$ cat config.mk
export PLATFORM = sky130hd
export DESIGN_NAME = calc_top
export DESIGN_NICKNAME = d
export VERILOG_FILES = /design/src/rtl/calc_top.sv
export SDC_FILE = /design/constraint.sdc
export NUM_CORES = 1
export LEC_CHECK = 0
export BUFFER_PORTS_ARGS = -buffer_cell sky130_fd_sc_hd__buf_2
export CORE_MARGIN = 2
export CORE_UTILIZATION = 45
export CTS_BUF_LIST = sky130_fd_sc_hd__clkbuf_16
export CTS_CLUSTER_DIAMETER = 100
export DETAILED_ROUTE_END_ITERATION = 8
export PLACE_DENSITY_LB_ADDON = 0.05
export RECOVER_POWER = 50
export SETUP_SLACK_MARGIN = 0.2
export SLEW_MARGIN = 15
export SYNTH_ARGS = -nofsm -noshare
export SYNTH_HDL_FRONTEND = slang
export SYNTH_SLANG_ARGS = --single-unit
$ cat constraint.sdc
create_clock -name clock -period 25.3 [get_ports clock]
set_clock_uncertainty 0.05 [all_clocks]
set_input_delay 2.53 -clock clock [delete_from_list [all_inputs] [get_ports clock]]
set_output_delay 2.53 -clock clock [all_outputs]
set_load 0.03 [all_outputs]
$ cat src/rtl/calc_top.sv
// Eight-digit BCD keypad calculator: edge-detected commands, shift-add multiply,
// double-dabble result conversion and seven-segment decode of registered state.
module calc_top (
  input  logic       clock,
  input  logic       reset,     // active low, asynchronous
  input  logic [3:0] cmd,
  output logic [6:0] displays [7:0],
  output logic [1:0] status
);

  localparam logic [2:0] S_EDIT = 3'd0;
  localparam logic [2:0] S_MUL  = 3'd1;
  localparam logic [2:0] S_CHK  = 3'd2;
  localparam logic [2:0] S_CONV = 3'd3;
  localparam logic [2:0] S_ERR  = 3'd4;

  localparam logic [1:0] OP_NONE = 2'd0;
  localparam logic [1:0] OP_ADD  = 2'd1;
  localparam logic [1:0] OP_SUB  = 2'd2;
  localparam logic [1:0] OP_MUL  = 2'd3;

  localparam logic [53:0] MAX_RES = 54'd99_999_999;

  function automatic logic [26:0] bcd2bin(input logic [31:0] b);
    logic [26:0] acc;
    acc = '0;
    for (int i = 7; i >= 0; i--) acc = acc * 27'd10 + {23'd0, b[i*4 +: 4]};
    return acc;
  endfunction

  function automatic logic [3:0] sig_cnt(input logic [31:0] b);
    logic [3:0] n;
    n = '0;
    for (int i = 0; i < 8; i++) if (b[i*4 +: 4] != 4'd0) n = 4'(i + 1);
    return n;
  endfunction

  // One double-dabble iteration: +3 on every digit >= 5, then shift {bcd,bin} left.
  function automatic logic [58:0] dd_step(input logic [31:0] bcd, input logic [26:0] bin);
    logic [31:0] adj;
    adj = bcd;
    for (int i = 0; i < 8; i++)
      if (adj[i*4 +: 4] >= 4'd5) adj[i*4 +: 4] = adj[i*4 +: 4] + 4'd3;
    return {adj, bin} << 1;
  endfunction

  function automatic logic [6:0] seg(input logic [3:0] d);
    case (d)
      4'd0: seg = 7'h3F;
      4'd1: seg = 7'h06;
      4'd2: seg = 7'h5B;
      4'd3: seg = 7'h4F;
      4'd4: seg = 7'h66;
      4'd5: seg = 7'h6D;
      4'd6: seg = 7'h7D;
      4'd7: seg = 7'h07;
      4'd8: seg = 7'h7F;
      4'd9: seg = 7'h6F;
      default: seg = 7'h00;
    endcase
  endfunction

  logic [2:0]  state_q, state_d;
  logic [3:0]  prev_cmd_q, prev_cmd_d;
  logic [31:0] entry_q, entry_d;
  logic [3:0]  cnt_q, cnt_d;
  logic [26:0] a_q, a_d;
  logic [1:0]  op_q, op_d;
  logic        op_wait_q, op_wait_d;
  logic        res_flag_q, res_flag_d;
  logic [53:0] res_q, res_d;
  logic [53:0] mcand_q, mcand_d;
  logic [26:0] mplier_q, mplier_d;
  logic [26:0] bin_q, bin_d;
  logic [31:0] bcd_q, bcd_d;
  logic [4:0]  iter_q, iter_d;

  logic        accept, is_digit, is_op, do_clear;
  logic [26:0] entry_bin;
  logic [58:0] step;

  always_comb begin
    state_d    = state_q;
    prev_cmd_d = cmd;
    entry_d    = entry_q;
    cnt_d      = cnt_q;
    a_d        = a_q;
    op_d       = op_q;
    op_wait_d  = op_wait_q;
    res_flag_d = res_flag_q;
    res_d      = res_q;
    mcand_d    = mcand_q;
    mplier_d   = mplier_q;
    bin_d      = bin_q;
    bcd_d      = bcd_q;
    iter_d     = iter_q;
    do_clear   = 1'b0;

    accept    = (cmd != prev_cmd_q) && (cmd != 4'd15);
    is_digit  = (cmd <= 4'd9);
    is_op     = (cmd >= 4'd10) && (cmd <= 4'd12);
    entry_bin = bcd2bin(entry_q);
    step      = dd_step(bcd_q, bin_q);

    case (state_q)
      S_EDIT: begin
        if (accept) begin
          if (is_digit) begin
            if (res_flag_q) begin
              entry_d    = {28'd0, cmd};
              cnt_d      = (cmd != 4'd0) ? 4'd1 : 4'd0;
              res_flag_d = 1'b0;
            end else if (cnt_q < 4'd8) begin
              entry_d = {entry_q[27:0], cmd};
              if (cnt_q != 4'd0 || cmd != 4'd0) cnt_d = cnt_q + 4'd1;
            end
            op_wait_d = 1'b0;
          end else if (is_op) begin
            // Back-to-back operators only swap the pending operator.
            if (!op_wait_q) begin
              a_d     = entry_bin;
              entry_d = '0;
              cnt_d   = '0;
            end
            op_d       = cmd[1:0] - 2'd1;
            op_wait_d  = 1'b1;
            res_flag_d = 1'b0;
          end else if (cmd == 4'd13 && op_q != OP_NONE) begin
            case (op_q)
              OP_ADD: begin
                res_d   = {27'd0, a_q} + {27'd0, entry_bin};
                state_d = S_CHK;
              end
              OP_SUB: begin
                if (a_q < entry_bin) state_d = S_ERR;
                else begin
                  res_d   = {27'd0, a_q - entry_bin};
                  state_d = S_CHK;
                end
              end
              default: begin
                res_d    = '0;
                mcand_d  = {27'd0, a_q};
                mplier_d = entry_bin;
                iter_d   = '0;
                state_d  = S_MUL;
              end
            endcase
          end else if (cmd == 4'd14) begin
            do_clear = 1'b1;
          end
        end
      end
      S_MUL: begin
        if (mplier_q[0]) res_d = res_q + mcand_q;
        mcand_d  = mcand_q << 1;
        mplier_d = mplier_q >> 1;
        iter_d   = iter_q + 5'd1;
        if (iter_q == 5'd26) state_d = S_CHK;
      end
      S_CHK: begin
        if (res_q > MAX_RES) state_d = S_ERR;
        else begin
          bin_d   = res_q[26:0];
          bcd_d   = '0;
          iter_d  = '0;
          state_d = S_CONV;
        end
      end
      S_CONV: begin
        bcd_d  = step[58:27];
        bin_d  = step[26:0];
        iter_d = iter_q + 5'd1;
        if (iter_q == 5'd26) begin
          entry_d    = step[58:27];
          cnt_d      = sig_cnt(step[58:27]);
          a_d        = '0;
          op_d       = OP_NONE;
          op_wait_d  = 1'b0;
          res_flag_d = 1'b1;
          state_d    = S_EDIT;
        end
      end
      S_ERR: begin
        if (accept && cmd == 4'd14) do_clear = 1'b1;
      end
      default: state_d = S_EDIT;
    endcase

    if (do_clear) begin
      entry_d    = '0;
      cnt_d      = '0;
      a_d        = '0;
      op_d       = OP_NONE;
      op_wait_d  = 1'b0;
      res_flag_d = 1'b0;
      state_d    = S_EDIT;
    end
  end

  always_ff @(posedge clock or negedge reset) begin
    if (!reset) begin
      state_q    <= S_EDIT;
      prev_cmd_q <= 4'd15;
      entry_q    <= '0;
      cnt_q      <= '0;
      a_q        <= '0;
      op_q       <= OP_NONE;
      op_wait_q  <= 1'b0;
      res_flag_q <= 1'b0;
      res_q      <= '0;
      mcand_q    <= '0;
      mplier_q   <= '0;
      bin_q      <= '0;
      bcd_q      <= '0;
      iter_q     <= '0;
    end else begin
      state_q    <= state_d;
      prev_cmd_q <= prev_cmd_d;
      entry_q    <= entry_d;
      cnt_q      <= cnt_d;
      a_q        <= a_d;
      op_q       <= op_d;
      op_wait_q  <= op_wait_d;
      res_flag_q <= res_flag_d;
      res_q      <= res_d;
      mcand_q    <= mcand_d;
      mplier_q   <= mplier_d;
      bin_q      <= bin_d;
      bcd_q      <= bcd_d;
      iter_q     <= iter_d;
    end
  end

  assign status = (state_q == S_EDIT) ? 2'b00 :
                  (state_q == S_ERR)  ? 2'b10 : 2'b01;

  // Entry stays untouched while busy, so the pre-equals value keeps showing.
  logic       lz;
  logic [3:0] dig;
  always_comb begin
    lz  = 1'b1;
    dig = '0;
    for (int i = 0; i < 8; i++) displays[i] = 7'h00;
    for (int i = 7; i >= 0; i--) begin
      dig = entry_q[i*4 +: 4];
      if (dig != 4'd0) lz = 1'b0;
      if (state_q == S_ERR)    displays[i] = (i == 0) ? 7'h79 : 7'h00;
      else if (lz && i != 0)   displays[i] = 7'h00;
      else                     displays[i] = seg(dig);
    end
  end

endmodule

==> run summary, run 1 <==
Rows -> 92
Slowest-stage cell, CP -> buf_4
Post-synth top flop -> dfrtp_1
Core Area -> 63200 µm²
Via density -> 5.81
Slew Viols, Final -> 292
initial antenna violation count -> 1
Post-DRT Antenna Nets -> 0
Setup TNS -> 0 ps
Die ar. -> 66200 µm²
Total Routing Usage GR -> 24.3%
Die Wd -> 257 µm
violated checks -> max-capacitance violations, max-slew violations
Critical Path Source Type -> flip-flop
Cells after Synth -> 3586
Tcrit/Tclk final -> 67.5%
Reg area -> 6840 µm²
Final Setup Violations -> 0
max cap viols -> 5
cts bufs inserted -> 34
ys async rst share -> 100%
RSZ-0062 raised after global routing -> false
DR iter-0 viols -> 1786
critical path class -> flip-flop to flip-flop
DP Wirelength -> 63000 µm
DR vias -> 25802
Max Root-Sink Buffers -> 3
Worst-path clk slew -> 60 ps
clock latency on the worst-skew pair -> 570 ps
post-synthesis area per instance -> 8.05 µm²
minimum clock period -> 17080 ps
vias in the first global route -> 25274
Slew headroom -> -339%
status -> complete, but fails checks
# Post-CTS Setup Buffers -> 0
Fill cells -> 6167
CP max FO -> 96
CTS tree -> yes
hold buffers post-CTS -> 0
DR WL/cell -> 18.4 µm
H-tree levels -> 2
Post-Syn Area -> 28900 µm²
GRT overflow -> 0
CP Data Arrival Time -> 17450 ps
Seq/Total Area, Yosys -> 23.7%
dpl cells -> 4383
Req. time, crit path -> 25670 ps
Starting Density -> 45.7%
most frequent cell on the critical path -> ha_1
first-pass GRT wire length -> 133000 µm
Fin. Hold Viols -> 0
WL final -> 81700 µm
distinct cell type count after synthesis -> 103
antenna cells -> 0
Post-Layout Cell Count -> 4443
largest net degree at the start of global routing -> 119
1st-pass router iterations -> 6
CTS Sinks -> 273
share of post-route cells with drive strength above 1 -> 5.50%
Synthesis Warnings -> 0
area of the multi-input gates -> 20800 µm²
synth-to-layout area growth -> 7.39%
number of synthesized flops with an enable pin -> 0
Max stage delay on crit path -> 770 ps
Crit. End Element -> flip-flop
die height -> 257 µm
residual DRC count -> 0
Root Driver -> clkbuf_16
PortBufs -> 63
fin nets -> 3998
post-cts repair resize count -> 0
RePlAce Congestion -> 0.904
IO Count -> 64
Yosys reg bits -> 273
Hold Crit Class -> flip-flop to flip-flop
Fmax achieved -> 0.0586 GHz
worst-margin pin slew -> 6580 ps
-- worst paths after layout --
kind,startpoint,end,slack (ps),cells after the start
max,entry_q[31],res_q[27],8220,59
min,bin_q[11],bin_q[12],400,2
max reg2reg,entry_q[31],res_q[27],8220,59
min reg2reg,bin_q[11],bin_q[12],400,2
max in group asynchronous,reset,entry_q[13],14890,3
min in group asynchronous,reset,mcand_q[14],4380,1
-- cells by family (layout without fill, tap and decap cells) --
logic type                 after synthesis  after routing  share of synthesized area, %
xor gates and xnor gates               263            263                          8.10
DFF                                    273            273                          23.7
muxes                                   50             50                          1.80
and+or+nand+nor                       1157           1157                          19.2
other                                    1              2                        0.0130
AOI/OAI and AO/OA                     1083           1083                          24.1
buffers and inverters                  339            349                          4.45
adders and majority gates              420            420                          18.6
-- per-layer routing --
| metal | vias up | track usage [%] | routed length [µm] |
|---|---|---|---|
| li1 | 12850 | - | - |
| met3 | 99 | 3.04 | 3210 |
| met5 | - | 0 | 0 |
| met4 | 0 | 5.49 | 1560 |
| met2 | 518 | 42.5 | 39600 |
| met1 | 12335 | 31.8 | 37300 |
-- sequential cells by signal, summed over array words and instances (netlist names), 2 cells and up --
| name | cells |
|---|---|
| state_q | 3 |
| bin_q | 27 |
| mplier_q | 27 |
| mcand_q | 54 |
| entry_q | 32 |
| prev_cmd_q | 4 |
| bcd_q | 32 |
| iter_q | 5 |
| a_q | 27 |
| cnt_q | 4 |
| op_q | 2 |
| res_q | 54 |
-- synthesized netlist by cell type (all sizes together), types with 8 or more instances --
library cell,number,area share (%)
xnor2,166,5.1
nor3,64,1.1
a22o,12,0.36
nand3b,14,0.36
a22oi,17,0.44
nand2b,47,1.0
o221ai,9,0.27
dfrtp,269,23
a221oi,22,0.67
o31ai,47,1.3
buf,19,0.29
a21boi,10,0.26
nor2,294,3.8
xor2,95,2.9
and2,27,0.59
nor4,23,0.54
o211a,8,0.28
o22ai,27,0.59
o21bai,35,0.91
a21oi,328,5.7
nand2,395,5.1
inv,206,2.7
nor3b,29,0.79
o21ai,230,4.0
a21o,112,2.9
or3,22,0.48
or2,18,0.39
nor2b,40,0.89
nand4,26,0.56
o211ai,20,0.54
a211oi,24,0.66
a31oi,52,1.1
nand3,89,1.6
a2111oi,14,0.51
o21a,34,0.88
mux2i,38,1.3
fa,17,1.2
mux2,12,0.48
o31a,10,0.30
and3,33,0.72
clkbuf,114,1.5
ha,402,17
-- cell type report --
type / count / share of cell area (%)
Tap cell: 846 / 3.42
Timing Repair Buffer: 83 / 1.44
Clock inverter: 25 / 0.739
Inverter: 206 / 2.49
Multi-Input combinational cell: 2975 / 67.0
Sequential cell: 273 / 22.1
Clock buffer: 35 / 2.83
-- placed cells by master, fill, tap and decap left out, types with 26 or more instances in the layout --
cell	n
inv_1	211
and3_1	33
xnor2_1	165
nand2_1	394
dfrtp_1	269
nor3b_1	28
o21ai_0	224
o21a_1	33
nand3_1	87
a21oi_1	326
o22ai_1	27
nand2b_1	47
ha_1	402
nor2_1	292
and2_1	26
o21bai_1	35
mux2i_1	38
nor3_1	61
nand4_1	26
o31ai_1	44
a31oi_1	52
a21o_1	112
clkbuf_16	35
buf_2	57
nor2b_1	39
xor2_1	95
-- stage by stage --
step	hold WS [ps]	area [µm²]	util, %	worst slack, ps
2_1_floorplan	399	28900	-	10540
3_3_place_gp	414	29900	47.4	8390
3_5_place_dp	415	29900	47.4	8320
4_1_cts	406	31000	49.1	8200
5_1_grt	444	31000	49.0	6780
6_report	405	31000	49.0	8220
-- worst max-delay path: cells and delay by family, from the launching register on --
family	cells	cell delay [ps]
buffers and inverters	4	970
XOR/XNOR	12	2900
multiplexers	1	410
AND/OR/NAND/NOR	13	3770
flip-flops	1	600
AO/OA/AOI/OAI	14	2910
adder cells (fa/ha/maj)	15	5300
Power of run 1 is left out: the tool's default activity adds up to more than one toggle a clock period on the data nets, which glitch-free logic cannot reach.
==> inputs of run 2 (changes only) <==
- clock period: 25.3 -> 14.55 ns (I/O delays scaled with it)
==> run 2 against run 1 <==
  * The flow still finishes with violations (max-capacitance violations, max-slew violations)
  * Global-route usage up 0.91 points
  * Non-clock buffer count grew 414
  * First-iteration DRC count shrank 20%
  * Core utilization up 9.1 points
==> run summary, run 2 (synthesis results as in run 1) <==
violated checks -> max-capacitance violations, max-slew violations
commonest cells after routing, fill and taps aside -> buf_4 (399), nand2_1 (365), ha_1 (351), a21oi_1 (300), nor2_1 (281)
Fill cells -> 5698
minimum clock period -> 14450 ps
Core Area -> 63200 µm²
clock latency on the worst-skew pair -> 570 ps
Post-Place Worst Slack -> -544 ps
vias in the first global route -> 27404
H-tree levels -> 2
share of post-route cells with drive strength above 1 -> 22.5%
residual DRC count -> 0
initial antenna violation count -> 0
Worst-path clk slew -> 60 ps
DP Wirelength -> 64300 µm
IO Count -> 64
most common cell after layout, fill and taps aside -> buf_4
fin nets -> 4414
Via density -> 5.71
Crit. End Element -> flip-flop
Fmax achieved -> 0.0692 GHz
Slowest-stage cell, CP -> fa_2
RSZ-0062 raised after global routing -> true
critical path class -> flip-flop to flip-flop
PortBufs -> 63
r2r setup slk -> 100 ps
antenna cells -> 0
Final Setup Violations -> 0
Post-DRT Antenna Nets -> 0
Die Wd -> 257 µm
PnR worst setup slack -> 95.2 ps
DR iter-0 viols -> 1434
Post-Layout Cell Count -> 4862
Root Driver -> clkbuf_16
CTS tree -> yes
Slew Viols, Final -> 280
Req. time, crit path -> 14970 ps
WL final -> 86800 µm
1st-pass router iterations -> 6
Max stage delay on crit path -> 580 ps
cts bufs inserted -> 36
largest net degree at the start of global routing -> 97
CP max FO -> 8
Layout Utilization -> 58.1%
most frequent cell on the critical path -> ha_4
Slew headroom -> -271%
Die ar. -> 66200 µm²
worst-margin pin slew -> 5560 ps
GRT overflow -> 0
Total Routing Usage GR -> 25.2%
hold buffers post-CTS -> 0
WHS Path Cells -> 2
Rows -> 92
Largest regs -> mcand_q x54, res_q x54
CP Data Arrival Time -> 14870 ps
FF-to-FF path depth -> 66
Starting Density -> 45.7%
dpl cells -> 4702
Tcrit/Tclk final -> 99.3%
Critical Path Source Type -> flip-flop
RePlAce Congestion -> 0.908
status -> complete, but fails checks
DR vias -> 27753
Fin. Hold Viols -> 0
Hold Crit Class -> flip-flop to flip-flop
first-pass GRT wire length -> 139000 µm
max cap viols -> 4
DR WL/cell -> 17.9 µm
CTS Sinks -> 273
Max Root-Sink Buffers -> 3
die height -> 257 µm
synth-to-layout area growth -> 27.2%
-- run 2: changes by cell type in the layout (fill, tap and decap cells not counted), moves of 20 or more --
cell     previous run  this run
xnor2_1           165       126
ha_4                0        45
buf_4              17       399
xnor2_2             1        34
nand2_1           394       365
o21ai_1             3        25
a21oi_1           326       300
nand2_2             1        21
ha_1              402       351
o21ai_0           224       184
-- run 2: final timing paths --
path                              from          end
setup / recovery           entry_q[29]    res_q[39]
hold / removal               bin_q[22]    bin_q[23]
setup reg to reg           entry_q[29]    res_q[39]
hold reg to reg              bin_q[22]    bin_q[23]
max in group asynchronous        reset  mplier_q[2]
min in group asynchronous        reset      a_q[23]
-- run 2: repair_timing --
| action | CTS | global route |
|---|---|---|
| gates cloned | 4 | 7 |
| resized for setup | 162 | 245 |
| buffers inserted | 40 | 44 |
| pin swaps | 108 | 155 |
| endpoints found under the hold margin | 0 | 0 |
| setup endpoints to repair | 56 | 57 |
-- run 2: layer usage --
metal / global-route usage (%) / vias to the layer above / routed length (µm)
li1: - / 13700 / -
met1: 32.4 / 13456 / 38500
met2: 45.1 / 462 / 43000
met3: 2.62 / 135 / 2870
met4: 6.15 / 0 / 2430
met5: 0 / - / 0
-- run 2: worst max-delay path: cells and delay by family (launching register included) --
family / cells / cell delay, ps
flops: 1 / 420
xor+xnor: 13 / 2380
compound gates: 16 / 2800
buf+inv: 7 / 930
fa+ha+maj: 16 / 4920
simple gates: 14 / 2860
-- run 2: metrics by stage --
step                TNS [ps]  instance area [µm²]  hold slack, ps
global route          -25890                36700             462
CTS                        0                35000             438
detailed placement    -22120                32400             423
global placement       -7820                32400             409
finish                     0                36700             433
floorplan                  0                29000             399
-- run 2: final cells by class --
class | count | area [µm²] | share of cell area (%)
sequential | 273 | 6840 | 18.6
clock buffer | 36 | 901 | 2.45
tap | 846 | 1060 | 2.88
timing repair buffer | 497 | 3920 | 10.7
clock inverter | 29 | 299 | 0.814
multi-input combinational | 2975 | 22900 | 62.4
inverter | 206 | 776 | 2.11
Power of run 2 is left out for the same reason.
==> inputs of run 3 (changes only) <==
- CTS_CLUSTER_DIAMETER: 100 -> 30
- RECOVER_POWER: 50 -> unset
==> run 3 against run 2 <==
  * The run now ends clean
  * Via count is 0.40% higher
  * Register-to-register slack better by 90 ps
  * Critical path depth is 2 higher
  * Core utilization is 1.9 points higher
  * Sequential share of layout area is 0.59 points lower
  * Wire length is 0.39% higher
  * First-iteration DRC count is 13% higher
  * Critical path type unchanged
==> run summary, run 3 (synthesis results as in run 1) <==
status -> complete, no violations
most common cell after layout, fill and taps aside -> buf_4
most frequent cell on the critical path -> ha_4
Slew Viols, Final -> 0
Worst Path Buf+Inv -> 10
RSZ-0062 raised after global routing -> true
Total Routing Usage GR -> 25.5%
Hold Path Sink -> bin_q[6]
hold path startpoint -> bin_q[5]
hold buffers post-CTS -> 0
area of the multi-input gates -> 23000 µm²
WL final -> 87200 µm
r2r setup slk -> 180 ps
antenna cells -> 0
Rows -> 92
initial antenna violation count -> 0
cts bufs inserted -> 77
Starting Density -> 45.7%
Layout Utilization -> 60.0%
Post-Layout Cell Count -> 4932
Fill cells -> 5610
share of post-route cells with drive strength above 1 -> 23.8%
Max Root-Sink Buffers -> 3
first-pass GRT wire length -> 141000 µm
synth-to-layout area growth -> 31.4%
Hold Crit Class -> flip-flop to flip-flop
DR WL/cell -> 17.7 µm
Core Area -> 63200 µm²
Via density -> 5.65
WHS Path Cells -> 2
Root Driver -> clkbuf_16
Crit. End Element -> flip-flop
Setup TNS -> 0 ps
die height -> 257 µm
commonest cells after routing, fill and taps aside -> buf_4 (401), nand2_1 (365), ha_1 (353), a21oi_1 (300), nor2_1 (276)
DP Wirelength -> 64300 µm
Die ar. -> 66200 µm²
residual DRC count -> 0
CP Data Arrival Time -> 14790 ps
Final Setup Violations -> 0
Slowest-stage cell, CP -> a2111o_1
Max stage delay on crit path -> 450 ps
max cap viols -> 0
GRT overflow -> 0
RePlAce Congestion -> 0.908
DR iter-0 viols -> 1616
PortBufs -> 63
minimum clock period -> 14370 ps
CTS Sinks -> 273
Fmax achieved -> 0.0696 GHz
Crit path max-delay family -> adder cells
FF-to-FF path depth -> 68
reg2reg end -> res_q[2]
IO Count -> 64
Reg-to-Reg Start -> entry_q[28]
Req. time, crit path -> 14980 ps
Post-DRT Antenna Nets -> 0
CP max FO -> 7
vias in the first global route -> 27885
1st-pass router iterations -> 5
CTS tree -> yes
Fin. Hold Viols -> 0
Reg area -> 6840 µm²
clock latency on the worst-skew pair -> 620 ps
DR vias -> 27865
largest net degree at the start of global routing -> 97
dpl cells -> 4702
fin nets -> 4449
Worst-path clk slew -> 40 ps
critical path class -> flip-flop to flip-flop
Tcrit/Tclk final -> 98.7%
Slew headroom -> 23.8%
worst-margin pin slew -> 1140 ps
Largest regs -> mcand_q x54, res_q x54
Critical Path Source Type -> flip-flop
H-tree levels -> 3
Die Wd -> 257 µm
-- run 3: changes by cell type in the layout (fill, tap and decap cells not counted), sizes merged --
| cell | delta |
|---|---|
| clkinv | +30 |
| clkbuf | +32 |
| inv | +5 |
| buf | +3 |
-- run 3: through the flow --
| step | hold WS, ps | instance area, µm² | setup WS, ps |
|---|---|---|---|
| floorplan | 399 | 29000 | 207 |
| global placement | 409 | 32400 | -210 |
| detailed placement | 423 | 32400 | -544 |
| CTS | 418 | 36200 | 205 |
| global route | 458 | 37900 | -358 |
| finish | 418 | 37900 | 184 |
-- run 3: what timing repair did --
action / in CTS / in global routing
endpoints found under the setup margin: 56 / 56
pin swaps: 116 / 144
gates cloned: 3 / 7
setup buffers: 42 / 37
hold endpoints to repair: 0 / 0
gates resized for setup: 160 / 257
-- run 3: worst max path at each step --
stage / cells after the start / endpoint / startpoint / slack, ps
CTS: 63 / res_q[9] / entry_q[28] / 200
finish: 68 / res_q[2] / entry_q[28] / 180
global placement: 62 / res_q[44] / entry_q[29] / -210
global route: 69 / res_q[9] / entry_q[28] / -360
floorplan: 60 / res_q[19] / entry_q[29] / 210
detailed placement: 60 / res_q[42] / entry_q[29] / -540
-- run 3: final cells by class --
class,instances,share of cell area (%)
multi-input combinational,2975,60.6
sequential,273,18.0
timing repair buffer,491,10.1
clock buffer,77,5.08
tap,846,2.79
inverter,206,2.05
clock inverter,64,1.35
-- run 3: worst reg2reg max path: cells and delay by family (launching register included) --
family	cells	cell delay (ps)
compound gates	15	2450
buf+inv	10	1280
flops	1	410
simple gates	14	2840
mux	2	520
xor+xnor	12	2320
fa+ha+maj	15	4420
-- run 3: routing by layer --
metal  vias to the layer above  wire length [µm]  GRT usage (%)
met2                       492             43500           45.6
li1                      13801                 -              -
met3                       108              2860           3.18
met1                     13464             38900           32.3
met5                         -                 0              0
met4                         0              1900           7.01
Power of run 3 is left out for the same reason.
